### src/rtl/gaussian_stream.sv
// gaussian_stream: fully pipelined 3x3 sixteenths-weighted window smoother with valid/ready backpressure
// Ports:
//   clk, rst            clock and synchronous active-high reset
//   win_in              nine signed W-bit taps, tap k at [k*W +: W], row-major, k=4 centre
//   mode_in             kernel select (0 gaussian, 1 cross, 2/3 bypass), taken with the window
//   in_valid, in_ready  input handshake
//   out_data            filtered signed sample
//   out_valid, out_ready output handshake
//   busy                any pipeline stage holds a valid sample
//   in_count, out_count accepted / emitted sample counters, wrapping
module gaussian_stream #(
    parameter int W       = 27,
    parameter int LATENCY = 3,
    parameter int CNT_W   = 16
) (
    input  logic             clk,
    input  logic             rst,
    input  logic [9*W-1:0]   win_in,
    input  logic [1:0]       mode_in,
    input  logic             in_valid,
    output logic             in_ready,
    output logic [W-1:0]     out_data,
    output logic             out_valid,
    input  logic             out_ready,
    output logic             busy,
    output logic [CNT_W-1:0] in_count,
    output logic [CNT_W-1:0] out_count
);
    localparam int XW = W + 5;

    // The three-stage structure below is fixed; LATENCY only documents it.
    if (LATENCY != 3) begin : g_bad_latency
        $error("gaussian_stream: LATENCY must stay 3");
    end

    logic signed [XW-1:0] ext [9];
    logic signed [XW-1:0] tap_w [9];
    logic signed [XW-1:0] s1_d [5];
    logic signed [XW-1:0] s1_q [5];
    logic signed [XW-1:0] s2_a_d, s2_b_d, s2_a_q, s2_b_q, rnd;
    logic [W-1:0] out_d, out_q;
    logic s1_v_q, s2_v_q, out_v_q, adv;
    logic [CNT_W-1:0] in_cnt_q, out_cnt_q;

    genvar k;
    for (k = 0; k < 9; k++) begin : g_ext
        assign ext[k] = {{5{win_in[k*W+W-1]}}, win_in[k*W +: W]};
    end

    // Weights are powers of two, so each tap is a shift or zero.
    always_comb begin
        for (int i = 0; i < 9; i++) begin
            tap_w[i] = '0;
            if (i == 4)
                tap_w[i] = (mode_in == 2'd0) ? ext[i] <<< 2 : (mode_in == 2'd1) ? ext[i] <<< 3 : ext[i] <<< 4;
            else if (i % 2 == 1)
                tap_w[i] = mode_in[1] ? '0 : ext[i] <<< 1;
            else
                tap_w[i] = (mode_in == 2'd0) ? ext[i] : '0;
        end
        s1_d[0] = tap_w[0] + tap_w[1];
        s1_d[1] = tap_w[2] + tap_w[3];
        s1_d[2] = tap_w[4];
        s1_d[3] = tap_w[5] + tap_w[6];
        s1_d[4] = tap_w[7] + tap_w[8];
        s2_a_d  = s1_q[0] + s1_q[1];
        s2_b_d  = s1_q[2] + s1_q[3] + s1_q[4];
        // Round half up, then an arithmetic divide by 16 is just dropping the low four bits.
        rnd     = s2_a_q + s2_b_q + XW'(8);
        out_d   = rnd[W+3:4];
    end

    // Whole pipe moves as one; a stalled output freezes every stage.
    assign adv = ~out_v_q | out_ready;

    always_ff @(posedge clk) begin
        if (rst) begin
            s1_q      <= '{default: '0};
            s2_a_q    <= '0;
            s2_b_q    <= '0;
            out_q     <= '0;
            s1_v_q    <= 1'b0;
            s2_v_q    <= 1'b0;
            out_v_q   <= 1'b0;
            in_cnt_q  <= '0;
            out_cnt_q <= '0;
        end else begin
            if (adv) begin
                s1_q    <= s1_d;
                s1_v_q  <= in_valid;
                s2_a_q  <= s2_a_d;
                s2_b_q  <= s2_b_d;
                s2_v_q  <= s1_v_q;
                out_q   <= out_d;
                out_v_q <= s2_v_q;
            end
            if (in_valid & adv)
                in_cnt_q <= in_cnt_q + CNT_W'(1);
            if (out_v_q & out_ready)
                out_cnt_q <= out_cnt_q + CNT_W'(1);
        end
    end

    assign in_ready  = adv;
    assign out_data  = out_q;
    assign out_valid = out_v_q;
    assign busy      = s1_v_q | s2_v_q | out_v_q;
    assign in_count  = in_cnt_q;
    assign out_count = out_cnt_q;
endmodule

### config.mk
export PLATFORM = sky130hd
export DESIGN_NAME = gaussian_stream
export DESIGN_NICKNAME = d
export VERILOG_FILES = /design/src/rtl/gaussian_stream.sv
export SDC_FILE = /design/constraint.sdc
export NUM_CORES = 1
export LEC_CHECK = 0
export CAP_MARGIN = 20
export CORE_MARGIN = 2
export CORE_UTILIZATION = 50
export CTS_CLUSTER_SIZE = 12
export DETAILED_ROUTE_END_ITERATION = 10
export PLACE_DENSITY = 0.78
export SETUP_SLACK_MARGIN = 0.2
export SLEW_MARGIN = 20
export SYNTH_ARGS = -nofsm -noshare
export SYNTH_HDL_FRONTEND = slang
export SYNTH_SLANG_ARGS = --single-unit
### constraint.sdc
create_clock -name clk -period 4.2 [get_ports clk]
set_input_delay 0.42 -clock clk [delete_from_list [all_inputs] [get_ports clk]]
set_output_delay 0.42 -clock clk [all_outputs]
set_load 0.02 [all_outputs]
After elaboration in Yosys (flattened, before gate mapping)
Index checks and enable logic that the tools add are counted.
{"block": "word_totals", "reg_bits": 279, "inputBits": 249, "wordCells": 42}
{"block": "classes", "add_sub_neg": 11, "n_eq_ne": 1, "n_mux": 10, "n_bitwise": 6, "reduce_logical": 1}
{"op": "$add A31 B31 Y31", "n": 8}
{"op": "$mux W31", "n": 8}
{"op": "$mux W30", "n": 2}
{"op": "$add A16 B1 Y16 const B", "n": 2}
{"op": "$add A31 B5 Y31 const B", "n": 1}
{"op": "$or A1 B1 Y1", "n": 3}
{"op": "$and A1 B1 Y1", "n": 2}
{"op": "$eq A2 B1 Y1 const B", "n": 1}
{"op": "$logic_not A2 Y1", "n": 1}
{"op": "$not A1 Y1", "n": 1}

Depth between registers and ports, before layout
Gate-level depths: netlist (run 1).
{"block": "logic_depth", "word_depth": 3, "ltp_mapped": 16}

Worst setup path before layout (run 1)
Ideal clock, no wire load.
{"block": "synth_path", "path_type": "input port to flip-flop", "from": "input mode_in[0]", "to": "register s1_q[27] (netlist bit)", "t_arrival_ns": 3.582, "path_slack_ns": 0.493, "path_stages": 15, "n_path_buf": 3, "cell_sequence": "clkbuf_1 > nor2_1 > clkbuf_1 > clkbuf_1 > and2_1 > ha_1 > nor2b_1 > o31a_1 > o211a_1 > o311ai_1 > a21boi_1 > a41o_1 > o41a_1 > xnor2_1 > o21ai_1"}
{"block": "synth_via", "elab_chain_len": 3}
{"item": "from (decl)", "line": "19", "text": "input logic [1:0] mode_in,"}
{"item": "$logic_not A2 Y1", "line": "59", "text": "tap_w[i] = (mode_in == 2'd0) ? ext[i] : '0;"}
{"item": "$mux W31", "line": "59"}
{"item": "$add A31 B31 Y31", "line": "65", "text": "s1_d[4] = tap_w[7] + tap_w[8];"}
{"item": "to (signal assigned)", "line": "78", "text": "s1_q <= '{default: '0};"}
{"item": "to (signal assigned)", "line": "89", "text": "s1_q <= s1_d;"}
{"item": "to (decl)", "line": "39", "text": "logic signed [XW-1:0] s1_q [5];"}
Every way passes these cells.
A chain may end at the register's enable or synchronous reset.

Final worst setup path (run 1)
{"block": "layout_path", "from": "register s1_q[2] (netlist bit)", "to": "register s2_b_q[27]"}
{"block": "layout_via", "elab_chain_len": 1}
{"item": "$add A31 B31 Y31", "line": "67", "text": "s2_b_d = s1_q[2] + s1_q[3] + s1_q[4];"}
{"item": "to (signal assigned)", "line": "80", "text": "s2_b_q <= '0;"}
{"item": "to (signal assigned)", "line": "92", "text": "s2_b_q <= s2_b_d;"}
{"item": "to (decl)", "line": "40", "text": "logic signed [XW-1:0] s2_a_d, s2_b_d, s2_a_q, s2_b_q, rnd;"}
Every way passes these cells.

==> qor.txt, run 1 <==
Slew @ Worst Pin: 937 ps
H-Tree Depth: 1
period utilization: 86.4%
Die Ht: 212 um
commonest non-fill, non-tap cells in the layout: 391 x nand2_1, 307 x clkdlybuf4s50_1, 293 x a21oi_1, 277 x dfxtp_1, 228 x ha_1
Yosys cell types: 76
Final setup viols: 0
status: finished clean
WP data required: 4610 ps
Starting Density: 50.4%
mean area per synthesized cell: 7.80 um^2
first-pass GRT wire length: 99,100 um
CP peak stage delay: 530 ps
Clk pin slew, worst setup/hold paths: 60 ps
IO Pins: 311
worst slack, placed: 403 ps
DRC Markers: 0
CTS Hold Bufs: 0
CP Launch Type: flip-flop
Post-synth EDFFs: 0
grt total ovfl: 0
Warnings, synthesis: 0
vias in the first global route: 19,200
Finished Layout Cells: 3,607
Placed Instance Area: 25,200 um^2
Routed WL: 62,800 um
CTS Buf Count: 29
wire length per cell: 17.4 um
largest net degree at the start of global routing: 166
Synth Register Bits: 277
Critical Setup Path Class: flip-flop to flip-flop
RSZ-0062 raised after global routing: no
Fillers: 3,848
Synthesized Nets: 3,280
DIE AREA: 44,900 um^2
Max-cap violations: 0
Tot GR Track Use: 27.2%
Post-layout nets: 3,515
CTS root buf: clkbuf_16
Most Frequent Cell on Critical Path: o21ai_0
cells after synthesis: 2,769
Rows: 76
slowest CP cell: a221oi_1
initial antenna violation count: 0
Worst IR Drop VDD: 0.000352 V
Post-Route Setup TNS: 0 ps
worst clock skew: 10.6 ps
Core ar.: 42,900 um^2
clock tree buffer depth: 3
FFs w/ async S/R, synth: 0%
fin. max-slew vios: 0
final antenna-violating net count: 0
Core Util, Final: 60.8%
PnR worst setup slack: 572 ps
layout cells sized above 1: 2.81%
Worst Hold Class: input port to flip-flop
Seq. cell area: 5550 um^2
gpl congestion: 0.950
critical path buffer and inverter count: 1
PostCTS Resize Cnt: 0
final hold vios: 0
dpl cells: 3,558
P&R area growth vs syn: 20.7%
post-route cell area: 26,100 um^2
sequential area share after synthesis: 25.7%
CP delay by family, top: compound AO/OA/AOI/OAI gates
Critical Path AT: 4040 ps
multi-input logic area: 15,300 um^2
PortBufs: 310
diodes inserted: 0
post-DP HPWL: 49,700 um
routed vias/inst: 5.65
headroom to the max-slew limit: 37.0%
most common flop cell mapped by yosys: dfxtp_1
Iteration-0 DRC Markers: 1,426
cell area power density: 309 nW/um^2
drt first pass iters: 5
Die X: 212 um
Max Fclk: 276 MHz
CTS tree: yes
clk_lat worst skew: 540 ps
CP max FO: 3
post-CTS setup buffers: 0
commonest non-fill, non-tap cell in the layout: nand2_1
Min Clock Period, post-route: 3630 ps
Worst setup EP type: flip-flop
synthesized area: 21,600 um^2
cell chain of the critical path: inv_1 -> fa_1 -> fa_1 -> nor2b_1 -> o21ai_0 -> a21boi_0 -> o21ai_0 -> a221oi_1 -> a31oi_1 -> a21oi_1 -> xnor2_1 -> o21ai_0
vias: 20,400
Sink Count: 277
leakage: 0.0118 uW
[worst register-to-register path, cell delays in order (launching register included)]
cell      delay, ps
dfxtp_1         330
inv_1            80
fa_1            520
fa_1            400
nor2b_1         170
o21ai_0         120
a21boi_0        340
o21ai_0         300
a221oi_1        530
a31oi_1         220
a21oi_1         230
xnor2_1         180
o21ai_0         100
[layout make-up]
| class | count | area share [%] |
|---|---|---|
| clock inverter | 5 | 0.192 |
| timing repair buffer | 329 | 12.7 |
| inverter | 72 | 1.05 |
| multi-input combinational | 2295 | 58.9 |
| clock buffer | 44 | 3.15 |
| sequential | 277 | 21.3 |
| tap | 585 | 2.81 |
[report_power, final]
group	total [uW]	internal, uW	leakage [uW]	switching, uW
clock network	2410	1390	0.000429	1020
logic	2520	1160	0.00909	1360
registers	3130	2900	0.00228	229
[cells in the mapped netlist, types with 32 or more instances]
| cell | count | area share [%] |
|---|---|---|
| xnor2_1 | 90 | 3.6 |
| a211oi_1 | 33 | 1.1 |
| mux2i_1 | 32 | 1.5 |
| nand3_1 | 66 | 1.5 |
| fa_1 | 34 | 3.2 |
| nor2_1 | 172 | 3.0 |
| clkbuf_1 | 113 | 2.0 |
| ha_1 | 228 | 13 |
| dfxtp_1 | 277 | 26 |
| and2_1 | 114 | 3.3 |
| nand2_1 | 392 | 6.8 |
| xor2_1 | 91 | 3.7 |
| a21o_1 | 110 | 3.8 |
| nor2b_1 | 127 | 3.7 |
| o21ai_0 | 157 | 3.6 |
| a21oi_1 | 293 | 6.8 |
| inv_1 | 72 | 1.3 |
[flip-flops by register name, indices dropped and copies added, names as in the netlist]
register / cells
in_count: 16
s1_q: 153
out_count: 16
s1_v_q: 1
out_data: 27
s2_b_q: 31
s2_v_q: 1
out_valid: 1
s2_a_q: 31
[logic make-up (layout without fill, tap and decap cells)]
| group | after synthesis | in the layout | share of synthesized area [%] |
|---|---|---|---|
| fa+ha+maj | 262 | 262 | 16.4 |
| mux | 32 | 32 | 1.48 |
| compound gates | 797 | 797 | 23.0 |
| simple gates | 1023 | 1023 | 22.7 |
| flops | 277 | 277 | 25.7 |
| xor+xnor | 181 | 181 | 7.34 |
| buf+inv | 197 | 450 | 3.42 |
[stage by stage]
step,power (uW),hold WS (ps)
floorplan,4730,420
global placement,5610,439
detailed placement,5670,444
CTS,8080,270
global route,8480,307
finish,8060,300
[layer usage]
layer  track usage, %  wire length, um  part of all wire, %  up-vias
li1                 -                -                    -    10200
met1             39.0            29700                   47     9526
met2             44.6            28300                   45      622
met3             2.23             3590                  5.7       75
met4             5.93             1210                  1.9        0
met5                0                0                    0        -
[worst paths after layout]
check	from	endpoint	slack, ps	depth (start not counted)
worst max-delay path	s1_q[2]	s2_b_q[27]	570	12
worst min-delay path	rst	s1_q[100]	300	2
worst max register to register	s1_q[2]	s2_b_q[27]	570	12
worst min register to register	out_data[5]	out_data[5]	450	2
No activity file was read; power rests on OpenSTA's default activity.
==> inputs of run 2 (changes only) <==
--- a/config.mk
+++ b/config.mk
@@ -6,11 +6,14 @@
 export NUM_CORES = 1
 export LEC_CHECK = 0
 export CAP_MARGIN = 20
+export CELL_PAD_IN_SITES_DETAIL_PLACEMENT = 1
+export CELL_PAD_IN_SITES_GLOBAL_PLACEMENT = 2
 export CORE_MARGIN = 2
-export CORE_UTILIZATION = 50
+export CORE_UTILIZATION = 33
 export CTS_CLUSTER_SIZE = 12
 export DETAILED_ROUTE_END_ITERATION = 10
-export PLACE_DENSITY = 0.78
+export PLACE_DENSITY = 0.86
+export RECOVER_POWER = 50
 export SETUP_SLACK_MARGIN = 0.2
 export SLEW_MARGIN = 20
 export SYNTH_ARGS = -nofsm -noshare
==> run 2 against run 1 <==
The flow now finishes with violations (max-capacitance violations, max-slew violations); sequential share of layout area decreased by 0.56 points; largest power group is now clock; clock skew increased by 11 ps; sequential cell count unchanged.
==> qor.txt, run 2 (synthesized netlist as in run 1, its figures left out) <==
Iteration-0 DRC Markers: 1,032 (was 1,426)
grt total ovfl: 0 (unchanged)
initial antenna violation count: 2 (was 0)
Core ar.: 64,600 um^2 (was 42,900 um^2)
Final Total Pwr: 8940 uW (was 8060 uW)
CTS Hold Bufs: 0 (unchanged)
CP peak stage delay: 540 ps (was 530 ps)
WP data required: 4640 ps (was 4610 ps)
P&R area growth vs syn: 23.9% (was 20.7%)
Post-Route Setup TNS: 0 ps (unchanged)
final hold vios: 0 (unchanged)
CP Launch Type: flip-flop (unchanged)
first-pass GRT wire length: 119,000 um (was 99,100 um)
crit path to: s2_b_q[30] (was s2_b_q[27])
worst clock skew: 21.9 ps (was 10.6 ps)
post-CTS setup buffers: 0 (unchanged)
Clk pin slew, worst setup/hold paths: 60 ps (about the same)
flop-to-flop setup slack: 600 ps (was 570 ps)
wire length per cell: 19.6 um (was 17.4 um)
IO Pins: 311 (unchanged)
RSZ-0062 raised after global routing: no (unchanged)
vias: 20,500 (was 20,400)
leakage: 0.0122 uW (was 0.0118 uW)
DRC Markers: 0 (unchanged)
Finished Layout Cells: 3,894 (was 3,607)
Worst Hold Class: input port to flip-flop (unchanged)
dpl cells: 3,834 (was 3,558)
Die Ht: 260 um (was 212 um)
commonest non-fill, non-tap cell in the layout: nand2_1 (unchanged)
headroom to the max-slew limit: -34.0% (was 37.0%)
PortBufs: 310 (unchanged)
Final setup viols: 0 (unchanged)
gpl congestion: 0.900 (was 0.950)
Max-cap violations: 4 (was 0)
Worst IR Drop VDD: 0.000214 V (was 0.000352 V)
crit path from: s1_q[15] (was s1_q[2])
clock tree buffer depth: 3 (unchanged)
Min Clock Period, post-route: 3600 ps (was 3630 ps)
fin. max-slew vios: 318 (was 0)
Largest regs: s1_q (153), s2_a_q (31), s2_b_q (31) (unchanged)
Post-layout nets: 3,526 (was 3,515)
Fillers: 7,731 (was 3,848)
DIE AREA: 67,500 um^2 (was 44,900 um^2)
slowest CP cell: dfxtp_1 (was a221oi_1)
PostCTS Resize Cnt: 0 (unchanged)
commonest non-fill, non-tap cells in the layout: 391 x nand2_1, 293 x a21oi_1, 277 x dfxtp_1, 245 x clkdlybuf4s50_1, 228 x ha_1 (was 391 x nand2_1, 307 x clkdlybuf4s50_1, 293 x a21oi_1, 277 x dfxtp_1, 228 x ha_1)
PnR worst setup slack: 600 ps (was 572 ps)
CTS Buf Count: 34 (was 29)
Top reg by flops: s1_q (unchanged)
drt first pass iters: 5 (unchanged)
diodes inserted: 0 (unchanged)
Max Fclk: 278 MHz (was 276 MHz)
CP max FO: 9 (was 3)
Sink Count: 277 (unchanged)
cell area power density: 334 nW/um^2 (was 309 nW/um^2)
vias in the first global route: 21,600 (was 19,200)
launching point of the worst reg2reg path: s1_q[15] (was s1_q[2])
Die X: 260 um (was 212 um)
largest net degree at the start of global routing: 127 (was 166)
status: complete, but fails checks (was finished clean)
reg-to-reg endpoint: s2_b_q[30] (was s2_b_q[27])
H-Tree Depth: 2 (was 1)
routed vias/inst: 5.27 (was 5.65)
Worst setup EP type: flip-flop (unchanged)
cell chain of the critical path: fa_1 -> ha_1 -> a21oi_1 -> o21ai_1 -> a311o_1 -> a221o_1 -> o21a_1 -> a311oi_1 -> nor2b_1 -> mux2i_1 (was inv_1 -> fa_1 -> fa_1 -> nor2b_1 -> o21ai_0 -> a21boi_0 -> o21ai_0 -> a221oi_1 -> a31oi_1 -> a21oi_1 -> xnor2_1 -> o21ai_0)
final antenna-violating net count: 0 (unchanged)
layout cells sized above 1: 3.42% (was 2.81%)
clk_lat worst skew: 550 ps (was 540 ps)
Critical Path AT: 4040 ps (about the same)
period utilization: 85.7% (was 86.4%)
Tot GR Track Use: 22.1% (was 27.2%)
worst-case reg-to-reg path depth: 10 (was 12)
Starting Density: 33.4% (was 50.4%)
max reg flops: 153 (unchanged)
failing checks: max-capacitance violations, max-slew violations
CTS tree: yes (unchanged)
worst slack, placed: 172 ps (was 403 ps)
CTS root buf: clkbuf_16 (unchanged)
Slew @ Worst Pin: 2010 ps (was 937 ps)
Rows: 93 (was 76)
post-DP HPWL: 60,600 um (was 49,700 um)
Critical Setup Path Class: flip-flop to flip-flop (unchanged)
Routed WL: 76,400 um (was 62,800 um)
-- run 2: changes by cell type in the layout (fill, tap and decap cells not counted), sizes merged --
cell	delta
bufinv	+4
clkbuf	+10
clkdlybuf4s50	-62
clkinvlp	+3
dlygate4sd3	+62
-- run 2: final cells by class --
class / instances / area (um^2) / area share (%)
Inverter: 72 / 273 / 1.02
Tap cell: 855 / 1070 / 4.00
Multi-Input combinational cell: 2295 / 15300 / 57.3
Clock inverter: 12 / 193 / 0.720
Clock buffer: 48 / 1020 / 3.80
Timing Repair Buffer: 335 / 3330 / 12.5
Sequential cell: 277 / 5550 / 20.7
-- run 2: where the power goes --
part / internal [uW] / switching [uW]
combinational: 1150 / 1450
sequential: 2900 / 227
clock: 2000 / 1220
-- run 2: per-stage QoR --
step / hold slack [ps] / area, um^2 / util, %
after global placement: 435 / 25600 / 39.6
final: 284 / 26800 / 41.4
after floorplan: 420 / 21600 / -
after global routing: 281 / 26800 / 41.4
after detailed placement: 440 / 25600 / 39.6
after CTS: 252 / 26800 / 41.5
-- run 2: how the worst min path moves through the flow --
| stage | start | end | slack (ps) | cells past startpoint |
|---|---|---|---|---|
| 2_1_floorplan | s1_q[157] | s1_q[157] | 420 | 2 |
| 3_3_place_gp | s1_q[157] | s1_q[157] | 430 | 2 |
| 3_5_place_dp | s1_q[157] | s1_q[157] | 440 | 2 |
| 4_1_cts | rst | s1_q[100] | 250 | 2 |
| 5_1_grt | rst | s1_q[100] | 280 | 2 |
| 6_report | rst | s1_q[100] | 280 | 2 |
-- run 2: routing by layer --
| metal | track usage (%) | wire length, um | vias to the layer above |
|---|---|---|---|
| met5 | 0 | 0 | - |
| met1 | 30.3 | 36600 | 9906 |
| li1 | - | - | 10200 |
| met2 | 37.0 | 35500 | 360 |
| met4 | 4.63 | 1480 | 0 |
| met3 | 2.88 | 2870 | 75 |
-- run 2: critical path: cells and delay by family, from the launching register on --
family                     cells  cell delay (ps)
adders and majority gates      2              880
muxes                          1              140
AOI/OAI and AO/OA              6             1760
and+or+nand+nor                1              150
DFF                            1              540
==> inputs of run 3 (changes only) <==
--- a/config.mk
+++ b/config.mk
@@ -12,6 +12,7 @@
 export CORE_UTILIZATION = 33
 export CTS_CLUSTER_SIZE = 12
 export DETAILED_ROUTE_END_ITERATION = 10
+export HOLD_SLACK_MARGIN = 0.12
 export PLACE_DENSITY = 0.86
 export RECOVER_POWER = 50
 export SETUP_SLACK_MARGIN = 0.2
==> results of run 3 <==
Final layout, timing and power as in run 2 (identical DEF).
